<file path="src/rtl/uart_bram_ctrl.sv">
// uart_bram_ctrl: byte-stream command sequencer between a UART rx/tx pair
// and a single-port BRAM. 'W' frames write a block of bytes into the BRAM;
// 'R' frames read a block back out and send it byte by byte over UART.
module uart_bram_ctrl #(
    parameter int          ADDR_WIDTH     = 8,
    parameter int          TIMEOUT_CYCLES = 1_000_000,
    parameter logic [7:0]  CMD_WRITE      = 8'h57,
    parameter logic [7:0]  CMD_READ       = 8'h52
) (
    input  logic                  clk,
    input  logic                  rst,
    input  logic [7:0]            rx_data,
    input  logic                  rx_valid,
    output logic [7:0]            tx_data,
    output logic                  tx_send,
    input  logic                  tx_busy,
    output logic                  bram_en,
    output logic                  bram_we,
    output logic [ADDR_WIDTH-1:0] bram_addr,
    output logic [7:0]            bram_wdata,
    input  logic [7:0]            bram_rdata,
    output logic                  busy,
    output logic                  err
);

    localparam int TMO_W = $clog2(TIMEOUT_CYCLES + 1);

    typedef enum logic [3:0] {
        IDLE, GET_ADDR, GET_CNT, WR_DATA,
        RD_REQ, RD_LATCH, TX_SEND, TX_ACK, TX_WAIT
    } state_t;

    state_t                state_q, state_d;
    logic                  is_read_q, is_read_d;
    logic [ADDR_WIDTH-1:0] addr_q, addr_d;
    logic [8:0]            cnt_q, cnt_d;      // 9 bits so CNT=0 can hold 256
    logic [TMO_W-1:0]      tmo_q, tmo_d;
    logic [TMO_W-1:0]      tmo_next;
    logic                  tmo_hit;
    logic                  rd_phase;

    logic [7:0]            tx_data_d;
    logic                  tx_send_d;
    logic                  bram_en_d;
    logic                  bram_we_d;
    logic [ADDR_WIDTH-1:0] bram_addr_d;
    logic [7:0]            bram_wdata_d;
    logic                  err_d;

    assign busy     = (state_q != IDLE);
    assign tmo_next = tmo_q + 1'b1;
    assign tmo_hit  = (tmo_next == TMO_W'(TIMEOUT_CYCLES));
    assign rd_phase = state_q inside {RD_REQ, RD_LATCH, TX_SEND, TX_ACK, TX_WAIT};

    // Next-state and next-output logic; strobes are registered so every
    // output leaves the block straight from a flop.
    always_comb begin
        // NOTE: every signal gets a default before the case so no path
        // leaves one unassigned, which would otherwise infer a latch.
        state_d      = state_q;
        is_read_d    = is_read_q;
        addr_d       = addr_q;
        cnt_d        = cnt_q;
        tmo_d        = '0;
        tx_data_d    = tx_data;
        tx_send_d    = 1'b0;
        bram_en_d    = 1'b0;
        bram_we_d    = 1'b0;
        bram_addr_d  = bram_addr;
        bram_wdata_d = bram_wdata;
        err_d        = 1'b0;

        unique case (state_q)
            IDLE: begin
                if (rx_valid) begin
                    if (rx_data == CMD_WRITE) begin
                        is_read_d = 1'b0;
                        state_d   = GET_ADDR;
                    end else if (rx_data == CMD_READ) begin
                        is_read_d = 1'b1;
                        state_d   = GET_ADDR;
                    end else begin
                        err_d = 1'b1;
                    end
                end
            end
            GET_ADDR: begin
                if (rx_valid) begin
                    addr_d  = rx_data[ADDR_WIDTH-1:0];
                    state_d = GET_CNT;
                end else if (tmo_hit) begin
                    err_d   = 1'b1;
                    state_d = IDLE;
                end else begin
                    tmo_d = tmo_next;
                end
            end
            GET_CNT: begin
                if (rx_valid) begin
                    cnt_d = (rx_data == 8'h00) ? 9'd256 : {1'b0, rx_data};
                    if (is_read_q) begin
                        // Issue the first read as the FSM enters RD_REQ.
                        bram_en_d   = 1'b1;
                        bram_addr_d = addr_q;
                        state_d     = RD_REQ;
                    end else begin
                        state_d = WR_DATA;
                    end
                end else if (tmo_hit) begin
                    err_d   = 1'b1;
                    state_d = IDLE;
                end else begin
                    tmo_d = tmo_next;
                end
            end
            WR_DATA: begin
                // Stay here while the final write pulse is on the port so the
                // write strobe never appears outside this state.
                if (bram_we && cnt_q == 9'd0) begin
                    state_d = IDLE;
                end else if (rx_valid) begin
                    bram_en_d    = 1'b1;
                    bram_we_d    = 1'b1;
                    bram_addr_d  = addr_q;
                    bram_wdata_d = rx_data;
                    addr_d       = addr_q + 1'b1;
                    cnt_d        = cnt_q - 1'b1;
                end else if (tmo_hit) begin
                    err_d   = 1'b1;
                    state_d = IDLE;
                end else begin
                    tmo_d = tmo_next;
                end
            end
            RD_REQ: begin
                state_d = RD_LATCH;
            end
            RD_LATCH: begin
                tx_data_d = bram_rdata;
                state_d   = TX_SEND;
            end
            TX_SEND: begin
                // First cycle raises the strobe, the next one leaves with it.
                if (tx_send) begin
                    state_d = TX_ACK;
                end else if (!tx_busy) begin
                    tx_send_d = 1'b1;
                end
            end
            TX_ACK: begin
                if (tx_busy) begin
                    state_d = TX_WAIT;
                end
            end
            TX_WAIT: begin
                if (!tx_busy) begin
                    addr_d = addr_q + 1'b1;
                    cnt_d  = cnt_q - 1'b1;
                    if (cnt_q == 9'd1) begin
                        state_d = IDLE;
                    end else begin
                        bram_en_d   = 1'b1;
                        bram_addr_d = addr_q + 1'b1;
                        state_d     = RD_REQ;
                    end
                end
            end
            default: begin
                state_d = IDLE;
            end
        endcase

        // Bytes arriving during a read are dropped; the read carries on.
        if (rx_valid && rd_phase) begin
            err_d = 1'b1;
        end
    end

    // State, datapath and output registers.
    always_ff @(posedge clk or posedge rst) begin
        if (rst) begin
            state_q    <= IDLE;
            is_read_q  <= 1'b0;
            addr_q     <= '0;
            cnt_q      <= '0;
            tmo_q      <= '0;
            tx_data    <= '0;
            tx_send    <= 1'b0;
            bram_en    <= 1'b0;
            bram_we    <= 1'b0;
            bram_addr  <= '0;
            bram_wdata <= '0;
            err        <= 1'b0;
        end else begin
            // NOTE: non-blocking assignments so every flop samples the values
            // from before this edge, independent of statement order.
            state_q    <= state_d;
            is_read_q  <= is_read_d;
            addr_q     <= addr_d;
            cnt_q      <= cnt_d;
            tmo_q      <= tmo_d;
            tx_data    <= tx_data_d;
            tx_send    <= tx_send_d;
            bram_en    <= bram_en_d;
            bram_we    <= bram_we_d;
            bram_addr  <= bram_addr_d;
            bram_wdata <= bram_wdata_d;
            err        <= err_d;
        end
    end

endmodule

</file>
<file path="config.mk">
export PLATFORM = sky130hd
export DESIGN_NAME = uart_bram_ctrl
export DESIGN_NICKNAME = d
export VERILOG_FILES = /design/src/rtl/uart_bram_ctrl.sv
export SDC_FILE = /design/constraint.sdc
export NUM_CORES = 1
export LEC_CHECK = 0
export ABC_AREA = 1
export ABC_CLOCK_PERIOD_IN_PS = 5000
export BUFFER_PORTS_ARGS = -buffer_cell sky130_fd_sc_hd__buf_2
export CAP_MARGIN = 25
export CORE_UTILIZATION = 45
export DETAILED_ROUTE_END_ITERATION = 12
export PLACE_DENSITY = 0.76
export SKIP_LAST_GASP = 1
export SLEW_MARGIN = 20
export SYNTH_ARGS = -nofsm -noshare
export SYNTH_HDL_FRONTEND = slang
export SYNTH_SLANG_ARGS = --single-unit
</file>
<file path="constraint.sdc">
create_clock -name clk -period 5 [get_ports clk]
set_input_delay 0.25 -clock clk [delete_from_list [all_inputs] [get_ports clk]]
set_output_delay 0.25 -clock clk [all_outputs]
set_load 0.03 [all_outputs]
</file>
# [Yosys cells after proc, flatten, opt, wreduce, memory -nomap -nowiden]
# Index checks and enable logic that the tools add are counted.
[word_totals] inputBits=20 out_inout_bits=29 reg_bits=70 word_cells=114
[classes] mux=57 n_addsub=3 bitwise=1 reduce_logical=17 n_eq_ne=24
[op_table] operator="2-to-1 mux 8 bit" count=10
[op_table] operator="2-to-1 mux 20 bit" count=3
[op_table] operator="one-hot mux 8 bit (3 select lines)" count=2
[op_table] operator="2-to-1 mux 9 bit" count=5
[op_table] operator="2-to-1 mux 4 bit" count=11
[op_table] operator="one-hot mux 20 bit (2 select lines)" count=1
[op_table] operator="one-hot mux 4 bit (9 select lines)" count=1
[op_table] operator="one-hot mux 9 bit (3 select lines)" count=1
[op_table] operator="adder 20 x 1 -> 20 bit, second input constant" count=1
[op_table] operator="equality test 20 bit, second input constant" count=1
[op_table] operator="!= test 2 bit, second input constant" count=10
[op_table] operator="2-to-1 mux 1 bit" count=19
[op_table] operator="equality test 4 x 3 -> 1 bit, second input constant" count=4
[op_table] operator="equality test 8 x 7 -> 1 bit, second input constant" count=2
[op_table] operator="AND reduction 5 bit" count=2
[op_table] operator="equality test 9 x 1 -> 1 bit, second input constant" count=1
[op_table] operator="logical NOT 9 bit" count=1
[op_table] operator="subtractor 9 x 1 -> 9 bit, second input constant" count=1
[op_table] operator="adder 8 x 1 -> 8 bit, second input constant" count=1
[op_table] operator="equality test 4 x 2 -> 1 bit, second input constant" count=2
[op_table] operator="logical NOT 8 bit" count=1
[op_table] operator="AND reduction 7 bit" count=1
[op_table] operator="2-to-1 mux 3 bit" count=2
[op_table] operator="!= test 3 bit, second input constant" count=2
[op_table] operator="other kinds (13)" count=17

# [Longest topological paths before layout]
[depth] ltp_word=7 mapped_depth=15 ltp_nobuf=15

# [Worst setup path before layout]
# Ideal clock, no wire load.
[synth_timing] path_kind="register to register" start="register cnt_q[0]" end="register bram_wdata[0]" arrival_time_ns=1.791 stages_incl_launch_ff=13 synth_period_minus_slack_ns=1.924 t_required_ns=4.867 setup_slack_ns=3.076 path_buffers=1 cell_sequence="dfrtp_1 > inv_1 > ha_1 > inv_1 > nor2_1 > nand2_1 > nor3_1 > nand2_1 > nand2_1 > nor2_1 > inv_1 > clkbuf_1 > o21ai_0"
[synth_via] elab_chain_len=4
[synth_lines] item="start, declared" line_no="36" source="logic [8:0] cnt_q, cnt_d;"
[synth_lines] item="start signal, assigned" line_no="200" source="cnt_q <= cnt_d;"
[synth_lines] item="logical NOT 9 bit" line_no="119" source="if (bram_we && cnt_q == 9'd0) begin"
[synth_lines] item="logical AND 1 bit" line_no="119"
[synth_lines] item="NOT 1 bit (no source line)"
[synth_lines] item="AND reduction 3 bit (no source line)"
[synth_lines] item="end signal, assigned" line_no="207" source="bram_wdata <= bram_wdata_d;"
[synth_lines] item="end, declared" line_no="20" source="output logic [7:0] bram_wdata,"
# Every way passes these cells.
# A chain may end at the register's enable or synchronous reset.

# [Worst setup path after layout]
[layout_timing] start="register state_q[1]" end="register bram_addr[7]"
[layout_via] elab_chain_len=3 word_cells_on_any_way=12 cone_classes="eq/ne: 9; mux: 1; reduce/logical: 2"
[layout_lines] item="start, declared" line_no="33" source="state_t state_q, state_d;"
[layout_lines] item="start signal, assigned" line_no="197" source="state_q <= state_d;"
[layout_lines] item="equality test 4 x 2 -> 1 bit / equality test 4 bit (equally long branches)" line_no="73" source="unique case (state_q)"
[layout_lines] item="!= test 2 bit (no source line) / nonzero test 3 bit (equally long branches)"
[layout_lines] item="AND reduction 7 bit (no source line)"
[layout_lines] item="end signal, assigned" line_no="206" source="bram_addr <= bram_addr_d;"
[layout_lines] item="end, declared" line_no="19" source="output logic [ADDR_WIDTH-1:0] bram_addr,"
# Several ways; a longest one is shown, not always the timed one.

==> impl_results.md <==
- Cts bufs inserted: 9
- Cell Rows: 33
- Crit path launch: state_q[1]$_DFFE_PP0P_
- Max-slew headroom: 40.2%
- Final Hold Violating Endpoints: 0
- CP endpoint kind: flip-flop
- Bufs on Longest Clock Path: 2
- Setup tns final: 0 ns
- Port bufs: 48
- Sequential fraction of the synthesis area: 44.6%
- Tcrit/Tclk final: 52.2%
- HPWL Detailed: 6.56 mm
- Post-synth EDFFs: 0
- Most frequent cells in the layout: nand2_1, nor2_1, dfrtp_1, inv_1, buf_2
- ANT nets after route: 0
- Final worst slack: 2.39 ns
- DIE AREA: 0.00910 mm²
- First-pass DRT Iterations: 5
- Vias after detailed routing: 3578
- N_diodes: 0
- Fraction of layout cells with a size suffix above 1: 16.0%
- Vias in the first global route: 3369
- Startpoint types: flip-flop
- Largest net degree at the start of global routing: 71
- Synth Register Bits: 70
- Initial Utilization: 47.1%
- Worst-Margin Slew: 0.897 ns
- Synth Cell Area: 0.00393 mm²
- Max Clock Skew: 0.0133 ns
- Initial antenna violation count: 0
- TritonCTS clock tree: yes
- Area of the multi-input gates: 0.00192 mm²
- Status: complete, no violations
- Required time of the critical path: 5.29 ns
- RSZ-0062 raised after global routing: false
- Setup WS pre-CTS: 2.39 ns
- Total gr overflow: 0
- Clk pin slew, worst setup/hold paths: 0.08 ns
- Core area: 0.00834 mm²
- Final wirelength: 8.96 mm
- Yosys top cell area share: 44.6%
- Syn Area/Cell: 7.55 µm²
- Worst-Skew Late Latency: 0.36 ns
- GR Util All Layers: 21.5%
- Chip height: 95.4 µm
- Register Area: 0.00175 mm²
- Root Driver: clkbuf_8
- # fillers: 809
- Static Leakage: 0.00216 µW
- Final number of max-transition violations: 0
- Crit Path Max Fanout: 18
- Yosys warns: 0
- Primary FF master, synth: dfrtp_1
- Via density: 5.25
- Initial drt markers: 219
- Post-cts sizing count: 0
- DRC viols: 0
- Io pins: 49
- H-tree Lvls: 3
- WP data arrival: 2.90 ns
- Layout Nets: 595
- Maximum VDD drop: 0.263 mV
- Worst setup path class: flip-flop to flip-flop
- Yosys cell types: 39
- Clock sink total: 70
- Pwr dens: 581 mW/mm²
- Syn-to-layout area delta: 15.0%
- Die X: 95.4 µm
- Maxcap violations: 0
- Worst min-delay path class: input port to flip-flop
- Post-CTS Setup Repair Bufs: 0
- Yosys top cell by area: dfrtp_1
- HP Start: tx_busy
- Commonest non-fill, non-tap cell in the layout: nand2_1
- Setup Viol. Count Final: 0
- First-pass GRT wire length: 15.0 mm
- Power Total: 2620 µW
- WL per Instance: 13.2 µm
- Syn_nets: 544
- Post-route minimum period: 2.61 ns
- Cells after Synth: 520
- FF-to-FF Start: state_q[1]$_DFFE_PP0P_
- Hold Buf Count CTS: 0
- Maximum clock frequency: 383 MHz
- Asr flop ratio synth: 100%
- Synth area leaders: dfrtp_1, nand2_1, nor2_1
- RePlAce Congestion: 0.914
## critical path, cell delays in order, from the launching register on
cell,delay (ns)
dfrtp_1,0.47
nor2_2,0.18
nand2_4,0.10
nor2_8,0.19
inv_2,0.12
nand2_4,0.19
nor2_2,0.07
nor3_4,0.62
o21ai_4,0.23
nor2_8,0.20
nand2_1,0.08
nand2_1,0.07
## synthesized netlist by cell type (2+ instances only)
library cell / n
a21oi_1: 16
a31oi_1: 11
buf_2: 3
buf_4: 2
clkbuf_1: 4
dfrtp_1: 70
ha_1: 4
inv_1: 52
inv_2: 3
mux2_2: 9
nand2_1: 157
nand2_4: 2
nand3_1: 24
nand4_1: 10
nor2_1: 74
nor2_2: 4
nor2_8: 2
nor3_1: 6
nor4_1: 2
o21ai_0: 30
o21ai_1: 4
o21bai_1: 2
o31ai_1: 3
xnor2_1: 2
xor2_1: 10
## final timing paths
| kind | depth (start not counted) | to | slack [ns] |
|---|---|---|---|
| worst max-delay path | 11 | bram_addr[7]$_DFFE_PP0P_ | 2.39 |
| worst min-delay path | 2 | tx_send$_DFF_PP0_ | 0.07 |
| worst max register to register | 11 | bram_addr[7]$_DFFE_PP0P_ | 2.39 |
| worst min register to register | 2 | bram_wdata[4]$_DFFE_PP0P_ | 0.47 |
| max in group asynchronous | 3 | bram_wdata[4]$_DFFE_PP0P_ | 4.26 |
| min in group asynchronous | 3 | tx_data[1]$_DFFE_PP0P_ | 0.15 |
## power by group
group	total, µW	switching (µW)	internal, µW	leakage [µW]
sequential	892	135	757	0.000888
clock	588	229	359	0.000122
combinational	1140	785	359	0.00115
total	2620	1150	1470	0.00216
## state kept, by name, summed over array words and instances (netlist names)
register    flops
cnt_q           9
tmo_q          20
state_q         4
bram_en         1
tx_send         1
bram_we         1
err             1
addr_q          8
bram_wdata      8
is_read_q       1
tx_data         8
bram_addr       8
## layout make-up
cell class                      instances  share of cell area, %
Multi-Input combinational cell        386                   42.6
Sequential cell                        70                   38.8
Timing Repair Buffer                   49                   5.48
Inverter                               55                   4.57
Clock buffer                           11                   3.35
Tap cell                              105                   2.91
Clock inverter                          5                   2.33
## logic make-up after synthesis
family / after synthesis / share of synthesized area [%]
AOI/OAI and AO/OA: 72 / 10.5
xor gates and xnor gates: 12 / 2.68
adders and majority gates: 4 / 1.27
buffers and inverters: 64 / 6.41
DFF: 70 / 44.6
muxes: 9 / 2.58
and+or+nand+nor: 289 / 32.0
## stage by stage
stage,area (µm²),hold WS [ns],std cells,util [%]
2_1_floorplan,3930,0.316,520,-
3_5_place_dp,4260,0.441,665,51.1
4_1_cts,4520,0.0629,681,54.2
3_3_place_gp,4260,0.441,665,51.1
5_1_grt,4520,0.0828,681,54.2
6_report,4520,0.0704,681,54.2
## per-layer routing
layer	up-vias	global-route usage (%)	wire, µm
met2	92	36.1	4340
met5	-	0	0
met4	0	7.09	110
li1	1779	-	-
met3	14	5.34	460
met1	1693	27.0	4050
Note: power is estimated with default switching activity, not from simulation.
